## config.mk

```make
export PLATFORM = sky130hd
export DESIGN_NAME = countdown_timer
export DESIGN_NICKNAME = d
export VERILOG_FILES = /design/src/rtl/countdown_timer.sv
export SDC_FILE = /design/constraint.sdc
export NUM_CORES = 1
export LEC_CHECK = 0
export CAP_MARGIN = 10
export CORE_MARGIN = 1
export CORE_UTILIZATION = 55
export DETAILED_ROUTE_END_ITERATION = 6
export PLACE_DENSITY = 0.84
export SYNTH_ARGS = -nofsm -noshare
export SYNTH_HDL_FRONTEND = slang
export SYNTH_SLANG_ARGS = --single-unit
export TNS_END_PERCENT = 5
```

## constraint.sdc

```tcl
create_clock -name clk -period 6.07 [get_ports clk]
set_input_delay 1.214 -clock clk [delete_from_list [all_inputs] [get_ports clk]]
set_output_delay 1.214 -clock clk [all_outputs]
set_load 0.02 [all_outputs]
```

## src/rtl/countdown_timer.sv

```systemverilog
// Registered N-bit down-counting timer with load, start/pause control,
// tick enable, optional auto-reload and a one-cycle expiry pulse.
module countdown_timer #(
  parameter int N           = 8,
  parameter bit AUTO_RELOAD = 1'b0
) (
  input  logic         clk,
  input  logic         rst_n,
  input  logic         load,
  input  logic [N-1:0] load_val,
  input  logic         start,
  input  logic         pause,
  input  logic         tick,
  output logic [N-1:0] count,
  output logic         running,
  output logic         done,
  output logic         expire
);

  typedef enum logic [1:0] {IDLE, RUN, PAUSED, DONE} state_t;

  localparam logic [N-1:0] ONE = {{(N-1){1'b0}}, 1'b1};

  state_t       state, state_nxt;
  logic [N-1:0] count_nxt;
  logic [N-1:0] reload, reload_nxt;
  logic         expire_nxt;

  always_ff @(posedge clk or negedge rst_n) begin
    if (!rst_n) begin
      state  <= IDLE;
      count  <= '0;
      reload <= '0;
      expire <= 1'b0;
    end else begin
      state  <= state_nxt;
      count  <= count_nxt;
      reload <= reload_nxt;
      expire <= expire_nxt;
    end
  end

  // Strobes a state ignores never mask a lower-priority strobe it does act on.
  always_comb begin
    state_nxt  = state;
    count_nxt  = count;
    reload_nxt = reload;
    expire_nxt = 1'b0;
    if (load) begin
      count_nxt  = load_val;
      reload_nxt = load_val;
      state_nxt  = IDLE;
    end else begin
      case (state)
        IDLE: begin
          if (start) begin
            if (count != '0) begin
              state_nxt = RUN;
            end else begin
              state_nxt  = DONE;
              expire_nxt = 1'b1;
            end
          end
        end
        RUN: begin
          if (pause) begin
            state_nxt = PAUSED;
          end else if (tick) begin
            if (count > ONE) begin
              count_nxt = count - ONE;
            end else begin
              expire_nxt = 1'b1;
              if (AUTO_RELOAD && (reload != '0)) begin
                count_nxt = reload;
              end else begin
                count_nxt = '0;
                state_nxt = DONE;
              end
            end
          end
        end
        PAUSED: begin
          if (start) state_nxt = RUN;
        end
        DONE: begin
          if (start) begin
            if (reload != '0) begin
              count_nxt = reload;
              state_nxt = RUN;
            end else begin
              expire_nxt = 1'b1;
            end
          end
        end
        default: state_nxt = IDLE;
      endcase
    end
  end

  assign running = (state == RUN);
  assign done    = (state == DONE);

endmodule

```

---- Word-level counts from Yosys, hierarchy flattened ----
Index checks and enable logic that the tools add are counted.
Widths: inputs -> output; s select.
storage, ports and cells
  memories ................................ 0
  bits of input ports ..................... 14
  output and inout bits ................... 11
  memory bits (read-only) ................. 0
  memory bits (writable) .................. 0
  bits in registers ....................... 19
  latch bits .............................. 0
  logic and storage cells ................. 49
cells by class
  reduce and logical (&&, ||, !) cells .... 6
  shifts and indexed selects .............. 0
  eq/ne operators ......................... 11
  muxes and demuxes ....................... 26
  divide/modulo/power cells ............... 0
  $add $sub $neg .......................... 1
  magnitude comparators ................... 1
  bitwise logic cells ..................... 0
  multiply operators ...................... 0
operators with widths
  kind                 count
  $mux 8               6
  $mux 2               9
  $pmux 8 s2           1
  $reduce_bool 8->1    2
  $ne 3x3->1 const B   5
  $gt 8x1->1 const B   1
  $mux 1               8
  $ne 4x4->1 const B   2
  $pmux 2 s4           1
  $sub 8x1->8 const B  1
  $reduce_and 6->1     1
  $reduce_and 5->1     1
  $eq 2x2->1 const B   2
  $ne 3x2->1 const B   1
  $pmux 1 s3           1
  $reduce_bool 3->1    1
  $eq 2x1->1 const B   1
  $logic_not 2->1      1

---- Longest topological paths before layout ----
  depth after elaboration ................. 6
  mapped depth ............................ 7
  mapped depth without buffers ............ 6

---- Worst setup path before layout ----
Ideal clock, no wire load.
  kind .................................... input to register
  from .................................... in pause
  to ...................................... reg count[1]
  data required time ...................... 5.945 ns
  library setup time ...................... 0.125 ns
  buffers on the path ..................... 0
  path slack .............................. 3.561 ns
  arrival ................................. 2.385 ns
  stages .................................. 4
  cells stage by stage .................... nand2b_1 > a211oi_2 > a21o_1 > mux2_2
on the way
  cells in the longest elaborated chain, start to end .. 2
RTL lines
  what                               line  text
  from (decl)                        12    input logic pause,
  $ne 3x3->1 (no source line)        n/a
  $reduce_and 5->1 (no source line)  n/a
  to (signal assigned)               37    count <= count_nxt;
  to (decl)                          14    output logic [N-1:0] count,
Every way passes these cells.
A chain may end at the register's enable or synchronous reset.

---- Worst setup path in the final report ----
  from .................................... reg state[1]
  to ...................................... out done
on the way
  cells in the longest elaborated chain, start to end .. 1
RTL lines
  what                    line  text
  from (decl)             24    state_t state, state_nxt;
  from (signal assigned)  36    state <= state_nxt;
  $eq 2x2->1              101   assign done = (state == DONE);
  to (decl)               16    output logic done,
Every way passes these cells.

==> flow_metrics.py <==
metrics = {
    "run_status": {
        "outcome": "completed",
    },
    "finish": {
        "drive_gt1_share_pct": 12.9,
        "n_antenna_cell": 0,
        "area_growth_syn_to_layout_pct": 21.2,
        "final_nets": 169,
        "n_fill_cell": 161,
        "mostFrequentLayoutCells": "clkdlybuf4s50_1 (24), dfrtp_1 (19), inv_1 (8), mux2_2 (8)",
        "final_common_cell": "clkdlybuf4s50_1",
    },
    "clocking": {
        "cts-root-buf": "clkbuf_4",
        "clock_latency_ns": 0.31,
        "clk_path_buf_depth": 2,
        "cts_hold_buf": 0,
        "clock-sinks": 19,
        "htreeDepth": 1,
        "cts_tree": "built",
        "numCtsBuffers": 3,
        "cts_setup_buffers": 0,
        "cts_resized": 0,
        "clkTransAtPathRegs_ns": 0.11,
    },
    "worst_setup_path": {
        "critPathMaxFanout": 11,
        "crit_path_start_kind": "flop",
        "crit_arrival_ns": 1.80,
        "worst_setup_path_end_kind": "output port",
        "cp_slowest_cell": "clkdlybuf4s50_1",
        "r2r_setup_slack_ns": 3.73,
        "r2r-start": "state[0]$_DFFE_PN0P_",
        "slowest_delay_ns": 0.67,
        "r2r-end": "count[1]$_DFFE_PN0P_",
        "worstSetupPathType": "flop to output port",
        "rr_worst_depth": 5,
        "cp.required_ns": 4.86,
        "timing.critical_path.buf_inv": 1,
        "critPathTopFamily": "buffers and inverters",
        "crit_path_cell_trace": "ha_1 -> clkdlybuf4s50_1",
    },
    "global_routing": {
        "grt_pass1_vias": 1152,
        "grt-ovfl-total": 0,
        "grt_usage_pct": 27.2,
        "grt_max_degree": 24,
        "grt_pass1_wl_um": 5080,
        "antenna_found_initial": 0,
    },
    "min_path": {
        "whs_path_depth": 1,
        "hp-start": "reload[7]$_DFFE_PN0P_",
        "min_to": "reload[7]$_DFFE_PN0P_",
        "min_path_type": "flop to flop",
    },
    "synth": {
        "netlist_instances": 125,
        "synth_cell_type_count": 43,
        "ys.flop_type": "dfrtp_1",
        "netlist_top_cells_area": "dfrtp_1 (38%), mux2_2 (7.2%), ha_1 (7.0%), o221ai_1 (4.2%), a22o_1 (2.8%)",
        "ys_warn_count": 0,
        "syn_nets": 146,
        "yosys.area.top_type_share_pct": 37.8,
        "synth_seq_cells": 19,
        "async_flop_share_pct": 100,
        "yosysSeqAreaShare_pct": 37.8,
        "yosysTopAreaCell": "dfrtp_1",
        "synth_edf_count": 0,
        "syn-cell-area_mm2": 0.00126,
        "syn_area_per_cell_um2": 10.0,
    },
    "floorplan": {
        "initial_utilization_pct": 60.9,
        "dieArea_mm2": 0.00248,
        "pin_count": 25,
        "die_h_um": 49.8,
        "coreArea_mm2": 0.00206,
        "die_w_um": 49.8,
        "num_rows": 16,
    },
    "routing": {
        "routed_via_density": 6.53,
        "drt_iter0_drc": 48,
        "first_pass_iters": 4,
        "wire_per_inst_um": 17.4,
        "vias": 1137,
        "drt_wl_total_um": 3030,
        "drcViolationCount": 0,
        "detail-route-antenna-nets": 0,
    },
    "power_and_ir_drop": {
        "power.leakage_nw": 0.608,
        "vdd_ir_drop_max_mv": 0.354,
        "powerDensity_mw_per_mm2": 434,
    },
    "sta": {
        "max_freq_ghz": 0.332,
        "fin_tns_setup_ns": 0,
        "drv_slew": 0,
        "layout_min_cycle_time_ns": 3.01,
        "worstMarginPinSlew_ns": 0.873,
        "setup_viol": 0,
        "max_slew_margin_pct": 41.6,
        "fin_crit_sh_pct": 49.6,
        "worst_slack_ns": 3.06,
        "worst_clock_skew_ns": 0.00542,
        "grt_setup_unrepaired": "no",
        "finalHoldViolations": 0,
    },
    "place": {
        "dp_slack_ns": 2.86,
        "hpwlAfterDp_um": 2250,
        "portBuffers": 24,
        "gp_congestion": 0.940,
    },
    "flow_run": {
        "drv_cap": 0,
    },
}
layout make-up:
| cell class | instances | area, um2 | share of cell area (%) |
|---|---|---|---|
| timing repair buffer | 24 | 240 | 15.8 |
| sequential | 19 | 475 | 31.2 |
| clock inverter | 1 | 7.51 | 0.493 |
| multi-input combinational | 92 | 713 | 46.8 |
| clock buffer | 3 | 22.5 | 1.48 |
| inverter | 8 | 30.0 | 1.97 |
| tap | 27 | 33.8 | 2.22 |
sequential cells by signal, indices dropped and copies added (netlist names):
register / flops
count: 8
reload: 8
state: 2
expire: 1
cell usage after synthesis, types with 2 or more instances:
| master | count |
|---|---|
| a311oi_1 | 2 |
| or4_1 | 2 |
| inv_1 | 8 |
| nor3_1 | 4 |
| a211oi_1 | 2 |
| nor4_1 | 4 |
| o221ai_1 | 6 |
| nor2_1 | 6 |
| nor2b_1 | 2 |
| a21oi_1 | 3 |
| o21ai_0 | 2 |
| nand3_1 | 3 |
| dfrtp_1 | 19 |
| ha_1 | 7 |
| buf_6 | 2 |
| nand2_1 | 7 |
| nand4_1 | 2 |
| mux2_2 | 8 |
| and2_1 | 2 |
| a22o_1 | 4 |
| clkbuf_1 | 4 |
| nand2b_1 | 5 |
per-stage QoR:
step                instances  hold slack [ns]  total power, W  instance area (um2)  util, %
floorplan                 125            0.492        0.000466                 1260        -
global placement          170            0.516        0.000576                 1490     72.4
detailed placement        170            0.519        0.000587                 1490     72.4
CTS                       174            0.547        0.000657                 1520     73.8
global route              174            0.563        0.000703                 1520     73.8
finish                    174            0.545        0.000661                 1520     73.8
kinds of logic after synthesis:
family,after synthesis,synth area share (%)
DFF,19,37.8
buffers and inverters,14,5.38
muxes,8,7.17
adders and majority gates,7,6.97
AOI/OAI and AO/OA,34,23.5
and+or+nand+nor,43,19.1
metal layers:
metal  share of wire, %  up-vias  GRT usage (%)
li1                   -      526              -
met1                 41      544           34.0
met2                 49       62           44.1
met3                7.9        5           5.56
met4                1.5        0           13.8
met5                  0        -              0
power breakdown:
group	internal (W)	total (W)	switching, W
clock	0.0000252	0.0000694	0.0000443
combinational	0.000167	0.000371	0.000204
sequential	0.000164	0.000220	0.0000564
total	0.000356	0.000661	0.000305
worst max-delay path by stage:
stage	slack [ns]	start	to	cells after the start
6_report	3.06	state[1]$_DFFE_PN0P_	done	2
5_1_grt	2.92	load	count[6]$_DFFE_PN0P_	5
4_1_cts	3.08	state[1]$_DFFE_PN0P_	done	2
3_5_place_dp	2.86	load	count[6]$_DFFE_PN0P_	5
3_3_place_gp	2.91	load	count[3]$_DFFE_PN0P_	4
2_1_floorplan	3.56	pause	count[1]$_DFFE_PN0P_	4
(Power assumes the default switching activity.)
